===== src/rtl/contador_ctrl_if.sv =====
// Host/counter signal bundle for contador_ctrl.
// The slave modport is the controller; the master side is the host plus counter.
interface contador_ctrl_if #(
  parameter int DIV_WIDTH  = 24,
  parameter int STEP_WIDTH = 8
);
  logic                  start_i;
  logic                  stop_i;
  logic [DIV_WIDTH-1:0]  div_i;
  logic [STEP_WIDTH-1:0] steps_i;
  logic [1:0]            state_i;
  logic                  enable_o;
  logic                  hold_o;
  logic                  busy_o;
  logic                  done_o;
  logic                  wrap_o;
  logic [STEP_WIDTH-1:0] steps_done_o;

  modport master (
    output start_i, stop_i, div_i, steps_i, state_i,
    input  enable_o, hold_o, busy_o, done_o, wrap_o, steps_done_o
  );

  modport slave (
    input  start_i, stop_i, div_i, steps_i, state_i,
    output enable_o, hold_o, busy_o, done_o, wrap_o, steps_done_o
  );
endinterface


===== src/rtl/contador_ctrl.sv =====
// Tick generator and run/stop sequencer for the 2-bit counter.
// Produces enable/hold, counts issued ticks, flags completion and wrap.
module contador_ctrl #(
  parameter int DIV_WIDTH  = 24,
  parameter int STEP_WIDTH = 8
) (
  input  logic             clck_i,
  input  logic             rst_i,
  contador_ctrl_if.slave   bus
);
  typedef enum logic [1:0] {
    IDLE,
    RUN,
    DONE
  } st_e;

  st_e                   st_q, st_d;
  logic [DIV_WIDTH-1:0]  div_q, div_d;
  logic [DIV_WIDTH-1:0]  cnt_q, cnt_d;
  logic [STEP_WIDTH-1:0] steps_q, steps_d;
  logic [STEP_WIDTH-1:0] sdone_q, sdone_d;
  logic                  en_q, en_d;
  logic                  hold_q, hold_d;
  logic                  busy_q, busy_d;
  logic                  done_q, done_d;
  logic                  wrap_q, wrap_d;
  logic                  tc;
  logic [1:0]            ctr_nxt;

  // Counter value in the cycle the new tick will be visible
  assign ctr_nxt = bus.state_i + {1'b0, en_q & ~hold_q};
  assign tc      = (cnt_q == div_q);

  always_comb begin
    st_d    = st_q;
    div_d   = div_q;
    cnt_d   = cnt_q;
    steps_d = steps_q;
    sdone_d = sdone_q;
    en_d    = 1'b0;
    done_d  = 1'b0;
    wrap_d  = 1'b0;
    unique case (st_q)
      IDLE: begin
        if (bus.start_i && !bus.stop_i) begin
          div_d   = bus.div_i;
          steps_d = bus.steps_i;
          cnt_d   = '0;
          sdone_d = '0;
          st_d    = RUN;
        end
      end
      RUN: begin
        if (bus.stop_i) begin
          st_d = IDLE;
        end else if (tc) begin
          cnt_d   = '0;
          en_d    = 1'b1;
          sdone_d = sdone_q + STEP_WIDTH'(1);
          if (steps_q != '0 && sdone_d == steps_q) begin
            st_d   = DONE;
            done_d = 1'b1;
          end
        end else begin
          cnt_d = cnt_q + DIV_WIDTH'(1);
        end
      end
      DONE: st_d = IDLE;
      default: st_d = IDLE;
    endcase
    hold_d = (st_d != RUN);
    busy_d = (st_d == RUN);
    wrap_d = en_d & ~hold_d & (ctr_nxt == 2'b11);
  end

  always_ff @(posedge clck_i) begin
    if (rst_i) begin
      st_q    <= IDLE;
      div_q   <= '0;
      cnt_q   <= '0;
      steps_q <= '0;
      sdone_q <= '0;
      en_q    <= 1'b0;
      hold_q  <= 1'b1;
      busy_q  <= 1'b0;
      done_q  <= 1'b0;
      wrap_q  <= 1'b0;
    end else begin
      st_q    <= st_d;
      div_q   <= div_d;
      cnt_q   <= cnt_d;
      steps_q <= steps_d;
      sdone_q <= sdone_d;
      en_q    <= en_d;
      hold_q  <= hold_d;
      busy_q  <= busy_d;
      done_q  <= done_d;
      wrap_q  <= wrap_d;
    end
  end

  assign bus.enable_o     = en_q;
  assign bus.hold_o       = hold_q;
  assign bus.busy_o       = busy_q;
  assign bus.done_o       = done_q;
  assign bus.wrap_o       = wrap_q;
  assign bus.steps_done_o = sdone_q;
endmodule

===== src/flat_wrapper.sv =====
// flat-port wrapper written by rule: the top's interface ports become plain ports
module contador_ctrl_flat 
#(
  parameter int DIV_WIDTH  = 24,
  parameter int STEP_WIDTH = 8
)
  (clck_i, rst_i, bus_start_i, bus_stop_i, bus_div_i, bus_steps_i, bus_state_i, bus_enable_o, bus_hold_o, bus_busy_o, bus_done_o, bus_wrap_o, bus_steps_done_o);
  contador_ctrl_if #(.DIV_WIDTH(DIV_WIDTH), .STEP_WIDTH(STEP_WIDTH)) bus_i ();
  input  logic clck_i;
  input  logic rst_i;
  input wire logic [$bits(bus_i.start_i)-1:0] bus_start_i;
  input wire logic [$bits(bus_i.stop_i)-1:0] bus_stop_i;
  input wire logic [$bits(bus_i.div_i)-1:0] bus_div_i;
  input wire logic [$bits(bus_i.steps_i)-1:0] bus_steps_i;
  input wire logic [$bits(bus_i.state_i)-1:0] bus_state_i;
  output wire logic [$bits(bus_i.enable_o)-1:0] bus_enable_o;
  output wire logic [$bits(bus_i.hold_o)-1:0] bus_hold_o;
  output wire logic [$bits(bus_i.busy_o)-1:0] bus_busy_o;
  output wire logic [$bits(bus_i.done_o)-1:0] bus_done_o;
  output wire logic [$bits(bus_i.wrap_o)-1:0] bus_wrap_o;
  output wire logic [$bits(bus_i.steps_done_o)-1:0] bus_steps_done_o;
  assign bus_i.start_i = bus_start_i;
  assign bus_i.stop_i = bus_stop_i;
  assign bus_i.div_i = bus_div_i;
  assign bus_i.steps_i = bus_steps_i;
  assign bus_i.state_i = bus_state_i;
  assign bus_enable_o = bus_i.enable_o;
  assign bus_hold_o = bus_i.hold_o;
  assign bus_busy_o = bus_i.busy_o;
  assign bus_done_o = bus_i.done_o;
  assign bus_wrap_o = bus_i.wrap_o;
  assign bus_steps_done_o = bus_i.steps_done_o;
  contador_ctrl #(.DIV_WIDTH(DIV_WIDTH), .STEP_WIDTH(STEP_WIDTH)) u_core (.clck_i(clck_i), .rst_i(rst_i), .bus(bus_i));
endmodule

===== config.mk =====
export PLATFORM = sky130hd
export DESIGN_NAME = contador_ctrl_flat
export DESIGN_NICKNAME = d
export VERILOG_FILES = /design/src/rtl/contador_ctrl_if.sv /design/src/rtl/contador_ctrl.sv /design/src/flat_wrapper.sv
export SDC_FILE = /design/constraint.sdc
export NUM_CORES = 1
export LEC_CHECK = 0
export ABC_CLOCK_PERIOD_IN_PS = 1800
export CAP_MARGIN = 20
export CORE_MARGIN = 2
export CORE_UTILIZATION = 49
export CTS_BUF_LIST = sky130_fd_sc_hd__clkbuf_8 sky130_fd_sc_hd__clkbuf_16
export CTS_CLUSTER_DIAMETER = 200
export DETAILED_ROUTE_END_ITERATION = 8
export GPL_ROUTABILITY_DRIVEN = 0
export PLACE_DENSITY = 0.76
export SLEW_MARGIN = 25
export SYNTH_ARGS = -nofsm -noshare
export SYNTH_HDL_FRONTEND = slang
export SYNTH_SLANG_ARGS = --single-unit

===== constraint.sdc =====
create_clock -name clck_i -period 1.8 [get_ports clck_i]
set_input_delay 0.54 -clock clck_i [delete_from_list [all_inputs] [get_ports clck_i]]
set_output_delay 0.54 -clock clck_i [all_outputs]
set_load 0.01 [all_outputs]

==> impl_metrics.env, run 1 <==
export IMPL_fillerInstances=504
export IMPL_start_kind="flip-flop"
export IMPL_rsz0062_at_grt="yes"
export IMPL_cp_required_ps=2050
export IMPL_p_comb_frac=0.150
export IMPL_core_area_sq_mm=0.00687
export IMPL_swShare=0.251
export IMPL_cts_sinks=71
export IMPL_max_stage_delay_ps=390
export IMPL_final_common_cell="nand2_1"
export IMPL_dieArea_sq_mm=0.00787
export IMPL_dr_first_iter_drc_count=186
export IMPL_num_vias=3555
export IMPL_htree_levels=3
export IMPL_endpoint_kind="flip-flop"
export IMPL_antenna_found_initial=0
export IMPL_crit_chain="buf_4 -> ha_1 -> and4bb_2 -> buf_4 -> nand3_1 -> xor2_1 -> nor2_4"
export IMPL_finalHoldViolations=0
export IMPL_fp_dieH_um=88.7
export IMPL_cellLeakagePower_uw=0.00195
export IMPL_fin_crit_ps=1840
export IMPL_hpwl_um=6960
export IMPL_pwr_share_seq=0.433
export IMPL_synth_nets=462
export IMPL_tns_ps=-73.9
export IMPL_drive_above_1_share=0.252
export IMPL_synth_top_area_frac=0.404
export IMPL_synth_distinct_cells=48
export IMPL_initial_core_util=0.512
export IMPL_drt_total_wl_um=9920
export IMPL_cts_tree="done"
export IMPL_p_sw_uw=952
export IMPL_power_density_mw_per_mm2=750
export IMPL_clk_path_buf_depth=2
export IMPL_ios=51
export IMPL_grt_overflow=0
export IMPL_die_x_um=88.7
export IMPL_syn_area_sq_mm=0.00352
export IMPL_insertion_delay_ps=360
export IMPL_track_usage=0.253
export IMPL_max_freq_mhz=544
export IMPL_cts_hold_buf=0
export IMPL_path_max_fanout=6
export IMPL_slew_limit_headroom=0.567
export IMPL_viasPerCell=5.63
export IMPL_wl_per_cell_um=15.7
export IMPL_drtAntennaViolNets=0
export IMPL_rows=30
export IMPL_clockPowerShare=0.417
export IMPL_worstMarginPinSlew_ps=648
export IMPL_slowest_stage="dfxtp_1"
export IMPL_timing_final_crit_share=1.02
export IMPL_syn_area_per_cell_sq_um=8.36
export IMPL_total_power_uw=3790
export IMPL_cap_violations=0
export IMPL_clock_skew_ps=7.50
export IMPL_layout_cells_most_common_list="79 x nand2_1, 62 x dfxtp_1, 59 x buf_4"
export IMPL_drv_slew=0
export IMPL_path_clk_slew_ps=80
export IMPL_port_buffers=50
export IMPL_crit_type="flip-flop to flip-flop"
export IMPL_violations="negative setup slack"
export IMPL_fin_ws_ps=-36.7
export IMPL_setup_viol=9
export IMPL_placed_area_sq_mm=0.00454
export IMPL_hold_class="flip-flop to flip-flop"
export IMPL_synthCells=421
export IMPL_ys_seq_area_frac=0.404
export IMPL_cp_top_family="simple AND/OR/NAND/NOR gates"
export IMPL_dr_pass1_iters=5
export IMPL_synthArstFlopShare=0
export IMPL_synth_edff_count=0
export IMPL_cts_buffers=9
export IMPL_yosys_area_top_type="dfxtp_1"
export IMPL_nets=572
export IMPL_post_route_drc_count=0
export IMPL_synthFlopType="dfxtp_1"
export IMPL_status="complete, but fails checks"
export IMPL_grt_first_pass_wirelength_um=15500
export IMPL_grt_max_degree=19
export IMPL_ys_warn_count=0
export IMPL_synthTopCellsByArea="dfxtp_1 40%, nand2_1 8.4%, xor2_1 8.0%"
export IMPL_cts_root_buf="clkbuf_8"
export IMPL_path_buf_inv=2
export IMPL_cp_common_cell="buf_4"
export IMPL_synth_seq_cells=71
export IMPL_vdd_drop_max_v=0.000426
export IMPL_grt_pass1_vias=3318
export IMPL_worstPathArrival_ps=2090
export IMPL_n_antenna_cell=0
export IMPL_p_int_uw=2840
export IMPL_stdcell_area_sq_mm=0.00506
export IMPL_syn_to_final_growth_pct=43.7
[path summary, 6_finish.rpt]
check,startpoint,end,slack (ps),depth (start not counted)
max,u_core.cnt_q[0],u_core.cnt_q[10],-40,7
min,u_core.div_q[22],u_core.div_q[22],470,2
max reg2reg,u_core.cnt_q[0],u_core.cnt_q[10],-40,7
min reg2reg,u_core.div_q[22],u_core.div_q[22],470,2
[power groups by stage]
| stage | Combinational, uW | Clock (uW) | Sequential (uW) |
|---|---|---|---|
| after global routing | 604 | 1640 | 1640 |
| after CTS | 485 | 1590 | 1640 |
| after floorplan | 225 | 0 | 1670 |
| after detailed placement | 471 | 0 | 1680 |
| after global placement | 460 | 0 | 1680 |
| final | 569 | 1580 | 1640 |
[state kept, by name (all words and copies together) (netlist names)]
signal                   count
u_core.bus.wrap_o            1
u_core.bus.busy_o            1
u_core.bus.hold_o            1
u_core.bus.done_o            1
u_core.bus.steps_done_o      8
u_core.st_q                  2
u_core.bus.enable_o          1
u_core.div_q                24
u_core.cnt_q                24
u_core.steps_q               8
[worst min-delay path, delay by kind of cell (launching register included)]
kind            cells  cell delay (ps)
flops               1              320
compound gates      1               50
simple gates        1               50
[what timing repair did]
action,in CTS,in global routing
setup endpoints to repair,37,39
gates resized for setup,24,53
gates cloned,0,2
buffers inserted,1,4
pin swaps,8,17
[per-stage QoR]
step	utilization	hold WS (ps)	cells	setup WS, ps
final	0.736	470	632	-36.7
after floorplan	-	448	421	12.6
after global routing	0.736	485	632	-95.1
after global placement	0.661	457	609	-438
after CTS	0.703	473	626	0.749
after detailed placement	0.661	462	609	-489
[routing by layer]
metal	vias to the layer above	track usage	wire length (um)
li1	1707	-	-
met1	1697	0.306	4110
met2	130	0.457	5060
met3	21	0.0448	546
met4	0	0.0744	202
met5	-	0	0
[synth_stat cells (2+ instances only)]
library cell	n
o2111ai_1	4
nor2_1	26
a311oi_1	7
nand2_1	79
o21ai_0	9
clkbuf_1	16
a31oi_1	7
nand4_1	9
nand3_1	12
ha_1	3
nand3_2	3
and2_1	2
or3_1	3
o211ai_1	3
inv_1	4
nor3_1	6
nor3b_1	2
dfxtp_1	71
buf_2	5
xor2_1	32
nor4_1	10
a21oi_1	37
nor2b_1	3
nand2b_1	7
xnor2_1	22
and3_1	9
and4_1	9
[cell families (layout without fill, tap and decap cells)]
group	count (synthesis)	count (layout)	synth area share
compound gates	78	78	0.140
simple gates	190	190	0.282
fa+ha+maj	3	3	0.0107
flops	71	71	0.404
xor+xnor	54	54	0.134
buf+inv	25	140	0.0284
[cell type report]
cell class | count | area (sq um) | area share
Inverter | 4 | 15.0 | 0.00297
Multi-Input combinational cell | 325 | 2170 | 0.430
Timing Repair Buffer | 120 | 1070 | 0.212
Sequential cell | 71 | 1430 | 0.283
Tap cell | 96 | 120 | 0.0238
Clock buffer | 10 | 138 | 0.0272
Clock inverter | 6 | 108 | 0.0213
(Power assumes the default switching activity.)
==> run 2, diff against run 1 <==
--- a/config.mk
+++ b/config.mk
@@ -9,11 +9,10 @@
 export CAP_MARGIN = 20
 export CORE_MARGIN = 2
 export CORE_UTILIZATION = 49
-export CTS_BUF_LIST = sky130_fd_sc_hd__clkbuf_8 sky130_fd_sc_hd__clkbuf_16
 export CTS_CLUSTER_DIAMETER = 200
 export DETAILED_ROUTE_END_ITERATION = 8
 export GPL_ROUTABILITY_DRIVEN = 0
-export PLACE_DENSITY = 0.76
+export PLACE_DENSITY = 0.75
 export SLEW_MARGIN = 25
 export SYNTH_ARGS = -nofsm -noshare
 export SYNTH_HDL_FRONTEND = slang
==> impl_metrics.env, run 2 (synthesis results as in run 1) <==
export IMPL_status="completed"
export IMPL_viasPerCell=5.57
export IMPL_initial_core_util=0.512
export IMPL_cap_violations=0
export IMPL_max_freq_mhz=564
export IMPL_drv_slew=0
export IMPL_num_vias=3534
export IMPL_final_cell_count_no_fill=634
export IMPL_rows=30
export IMPL_grt_first_pass_wirelength_um=15300
export IMPL_setup_viol=0
export IMPL_utilization=0.725
export IMPL_fp_dieH_um=88.7
export IMPL_preCtsSetupSlack_ps=-506
export IMPL_placed_area_sq_mm=0.00457
export IMPL_worstMarginPinSlew_ps=552
export IMPL_start_kind="flip-flop"
export IMPL_path_clk_slew_ps=80
export IMPL_total_power_uw=3860
export IMPL_rsz0062_at_grt="yes"
export IMPL_routed_wl_met2_um=4590
export IMPL_n_antenna_cell=0
export IMPL_vdd_drop_max_v=0.000615
export IMPL_grt_max_degree=22
export IMPL_antenna_found_initial=0
export IMPL_cp_endpoint="u_core.bus.wrap_o"
export IMPL_timing_final_crit_share=0.985
export IMPL_cts_root_buf="clkbuf_8"
export IMPL_grt_overflow=0
export IMPL_syn_to_final_growth_pct=41.5
export IMPL_final_common_cell="nand2_1"
export IMPL_port_buffers=50
export IMPL_dr_first_iter_drc_count=252
export IMPL_layout_cells_most_common_list="79 x nand2_1, 66 x buf_4, 61 x dfxtp_1"
export IMPL_drt_met1_wl_um=3920
export IMPL_fin_ws_ps=26.8
export IMPL_largestRegisters="u_core.cnt_q (24), u_core.div_q (24)"
export IMPL_setup_worst_path_start="u_core.bus.steps_done_o[1]"
export IMPL_r2r_start="u_core.bus.steps_done_o[1]"
export IMPL_drive_above_1_share=0.221
export IMPL_route_met3_wl_um=498
export IMPL_stdcell_area_sq_mm=0.00498
export IMPL_cp_required_ps=2050
export IMPL_track_usage=0.251
export IMPL_htree_levels=3
export IMPL_endpoint_kind="flip-flop"
export IMPL_r2r_cells=6
export IMPL_hold_start="u_core.div_q[6]"
export IMPL_dieArea_sq_mm=0.00787
export IMPL_dp_cells=612
export IMPL_worstPathArrival_ps=2030
export IMPL_post_route_drc_count=0
export IMPL_dr_pass1_iters=5
export IMPL_clock_skew_ps=12.1
export IMPL_finalHoldViolations=0
export IMPL_wl_per_cell_um=14.6
export IMPL_hpwl_um=6880
export IMPL_top_layer="met4"
export IMPL_hold_class="flip-flop to flip-flop"
export IMPL_path_max_fanout=6
export IMPL_ios=51
export IMPL_nets=574
export IMPL_crit_type="flip-flop to flip-flop"
export IMPL_fin_crit_ps=1770
export IMPL_r2r_end="u_core.bus.wrap_o"
export IMPL_drt_total_wl_um=9260
export IMPL_insertion_delay_ps=360
export IMPL_cts_tree="done"
export IMPL_r2r_slack_ps=30
export IMPL_drtAntennaViolNets=0
export IMPL_cts_buffers=9
export IMPL_grt_pass1_vias=3407
export IMPL_die_x_um=88.7
export IMPL_power_density_mw_per_mm2=776
export IMPL_core_area_sq_mm=0.00687
export IMPL_slew_limit_headroom=0.631
export IMPL_cts_sinks=71
export IMPL_cellLeakagePower_uw=0.00200
export IMPL_clk_path_buf_depth=2
-- run 2: stage by stage --
step | setup TNS [ps] | hold slack (ps)
2_1_floorplan | 0 | 448
3_3_place_gp | -24420 | 456
3_5_place_dp | -25300 | 460
4_1_cts | 0 | 471
5_1_grt | -1050 | 485
6_report | 0 | 469
-- run 2: worst max-delay path, cell delays in order (launching register included) --
cell and delay (ps):
dfxtp_2 330, buf_4 130, nand3_4 90, or4_4 530
o211ai_1 110, o2111a_2 280, and4b_1 200
-- run 2: worst min-delay path by stage --
stage | slack (ps) | cells past startpoint | end
global placement | 460 | 2 | u_core.div_q[19]
CTS | 470 | 2 | u_core.div_q[21]
floorplan | 450 | 2 | u_core.div_q[0]
detailed placement | 460 | 2 | u_core.div_q[21]
global route | 490 | 2 | u_core.div_q[19]
finish | 470 | 2 | u_core.div_q[6]
-- run 2: layout make-up --
type	count	area (sq um)
fillers	532	1890
repair buffers	122	1070
clock buffers	9	124
flip-flops and latches	71	1430
inverters	4	15.0
clock inverters	7	144
multi-input cells	325	2080
well taps	96	120
-- run 2: report_power, final --
group | internal [uW] | switching [uW]
Clock | 1060 | 634
Combinational | 261 | 265
Sequential | 1610 | 31.4
Total | 2930 | 930
-- run 2: timing repair --
| action | 4_1_cts | 5_1_grt |
|---|---|---|
| hold buffers | 0 | 0 |
| hold endpoints to repair | 0 | 0 |
| endpoints found under the setup margin | 54 | 34 |
| gates cloned | 0 | 0 |
| pin swaps | 6 | 3 |
| resized for setup | 24 | 17 |
| buffers inserted | 2 | 4 |
-- run 2: layer usage --
| metal | up-vias | global-route usage |
|---|---|---|
| li1 | 1721 | - |
| met1 | 1670 | 0.297 |
| met2 | 113 | 0.436 |
| met3 | 30 | 0.0532 |
| met4 | 0 | 0.110 |
| met5 | - | 0 |
==> RTL change: new RTL, settings of run 1 <==
`STEP_WIDTH` is set to 8 in 3 places; all go to 7.
--- a/src/rtl/contador_ctrl_if.sv
+++ b/src/rtl/contador_ctrl_if.sv
@@ -2,7 +2,7 @@
 // The slave modport is the controller; the master side is the host plus counter.
 interface contador_ctrl_if #(
   parameter int DIV_WIDTH  = 24,
-  parameter int STEP_WIDTH = 8
+  parameter int STEP_WIDTH = 7
 );
   logic                  start_i;
   logic                  stop_i;
--- a/src/rtl/contador_ctrl.sv
+++ b/src/rtl/contador_ctrl.sv
@@ -2,7 +2,7 @@
 // Produces enable/hold, counts issued ticks, flags completion and wrap.
 module contador_ctrl #(
   parameter int DIV_WIDTH  = 24,
-  parameter int STEP_WIDTH = 8
+  parameter int STEP_WIDTH = 7
 ) (
   input  logic             clck_i,
   input  logic             rst_i,
--- a/src/flat_wrapper.sv
+++ b/src/flat_wrapper.sv
@@ -2,7 +2,7 @@
 module contador_ctrl_flat 
 #(
   parameter int DIV_WIDTH  = 24,
-  parameter int STEP_WIDTH = 8
+  parameter int STEP_WIDTH = 7
 )
   (clck_i, rst_i, bus_start_i, bus_stop_i, bus_div_i, bus_steps_i, bus_state_i, bus_enable_o, bus_hold_o, bus_busy_o, bus_done_o, bus_wrap_o, bus_steps_done_o);
   contador_ctrl_if #(.DIV_WIDTH(DIV_WIDTH), .STEP_WIDTH(STEP_WIDTH)) bus_i ();
Ports: changed (resized bus_steps_done_o and bus_steps_i); port bits go from 51 to 49. The function was not compared with the original's and may differ.
==> RTL change against run 1 <==
The run ends with design-rule violations, negative setup slack left. Hold slack worse by 3.7 ps. Power down 6.8%. Worst setup slack worse by 150 ps. Sequential cell count down 2. Non-clock buffer count up 5. Die area down 6.7%. Area after synthesis down 7.0%. Design area down 2.3%. Wire length up 3.9%. Sequential power down 2%. Largest cell class unchanged.
==> RTL change: results (changes against run 1) <==
outcome: "finished, violations left"
violations: "design-rule violations, negative setup slack"
syn_nets: 445  # -3.7%
postCtsHoldBufs: 0  # unchanged
synth_commonest_cells: "nand2_1 (87), dfxtp_1 (69), a21oi_1 (43), xnor2_1 (36), nor2_1 (22)"
antenna_found_initial: 0  # unchanged
ys_seq_area_share_pct: 42.2  # +1.8 points
critical-path-top-delay-family: "simple AND/OR/NAND/NOR gates"
drtIter0Drc: 163  # -12%
slowest_delay_ps: 380
synth_cell_types: 45  # -6.3%
first_pass_iters: 9  # +4
cts_buffers: 9  # unchanged
cp.arrival_ps: 2240  # +150 ps
cts.clk_slew.worst_paths_ps: 70
antenna_cells: 0  # unchanged
fillers: 433  # -14%
drc: 4  # +4
met3_usage_pct: 4.62  # +0.14 points
htree_levels: 3  # unchanged
synth-edff-count: 0  # unchanged
final_nets: 562  # -1.7%
post-place-ws_ps: -494  # -5.21 ps
ant_nets: 0  # unchanged
grt_max_degree: 32  # +13
viasPerCell: 5.74  # +2.1%
hpwlAfterDp_um: 6290  # -9.6%
grt_pass1_vias: 3213  # -3.2%
ir_drop_uv: 672  # +58%
crit_path_max_fanout: 6  # unchanged
grt_usage_pct: 25.7  # +0.36 points
clk_latency_ps: 360  # about the same
setup_ws_ps: -183  # -147 ps
grtUsageMet1_pct: 31.0  # +0.35 points
async_flop_share_pct: 0  # unchanged
min_path_type: "flop to flop"
yosys_warnings: 0  # unchanged
synthTopCellsByArea: "dfxtp_1 (42%), nand2_1 (10%), xnor2_1 (9.6%)"
setup_viol: 28  # +19
wl_um: 10300  # +3.9%
max_slew.worst_pin.slew_ps: 478  # -170 ps
grt_pass1_wl_um: 14800  # -4.3%
io_buffers: 48  # -4.0%
gr-usage-met2_pct: 43.3  # -2.3 points
drive_gt1_share_pct: 29.8  # +4.6 points
synth_flop_cell: "dfxtp_1"
clk_path_buf_depth: 2  # unchanged
fin_setup_tns_ps: -2170  # -2090 ps
slowest_stage: "or3_4"
leakage_uw: 0.00194  # -0.60%
reg_top3: "u_core.cnt_q x24, u_core.div_q x24"
skew_ps: 8.78  # +1.28 ps
root_buffer: "clkbuf_8"
==> RTL change: changes by cell type after synthesis, sizes merged, moves of 4 or more <==
cell / change
a31oi: +4
nor3: +4
o2111ai: -4
nand2: +8
a311oi: -7
nor2: -5
inv: +4
a21oi: +5
xor2: -28
nor4: -8
xnor2: +14
and4: -8
nand2b: -4
==> RTL change: kinds of logic after synthesis <==
kind of cell	after synthesis	synth area share [%]
AND/OR/NAND/NOR	175	25.7
AO/OA/AOI/OAI	91	17.0
flip-flops	69	42.2
XOR/XNOR	40	10.7
buffers and inverters	27	3.21
adder cells (fa/ha/maj)	3	1.15
==> RTL change: area by class of cell <==
class,count,share of cell area (%)
inverters,8,0.608
flip-flops and latches,69,28.7
multi-input cells,309,41.2
clock inverters,5,1.47
repair buffers,125,22.8
clock buffers,11,3.29
well taps,77,1.95
==> RTL change: layer usage <==
metal,wire (um),vias up
met3,726,40
met4,430,0
met5,0,-
met2,4950,161
li1,-,1642
met1,4190,1625
==> RTL change: repair_timing <==
item / in CTS / in global routing
gates cloned: 1 / 0
setup endpoints to repair: 44 / 38
gates resized for setup: 37 / 41
setup buffers: 3 / 6
pin swaps: 10 / 16
==> RTL change: tightest hold or removal path: stages (launching register included) <==
cell     delay, ps
dfxtp_2        330
nand2_1         50
a21oi_1         50
==> RTL change: final timing paths <==
path / cells after the start / startpoint / to / slack, ps
max: 7 / u_core.div_q[19] / u_core.st_q[0] / -180
min: 2 / u_core.div_q[6] / u_core.div_q[6] / 470
max reg2reg: 7 / u_core.div_q[19] / u_core.st_q[0] / -180
min reg2reg: 2 / u_core.div_q[6] / u_core.div_q[6] / 470
==> RTL change: through the flow <==
step / hold WS, ps / cell area [sq um] / cells
2_1_floorplan: 436 / 3370 / 405
3_3_place_gp: 445 / 4370 / 579
3_5_place_dp: 459 / 4370 / 579
4_1_cts: 468 / 4760 / 598
5_1_grt: 484 / 4940 / 604
6_report: 466 / 4940 / 604
==> RTL change: power breakdown <==
part           total, uW  leakage [uW]  internal [uW]  switching, uW
sequential          1600      0.000573           1560           32.5
combinational        446       0.00124            217            229
clock               1490      0.000127            890            604
total               3540       0.00194           2670            866
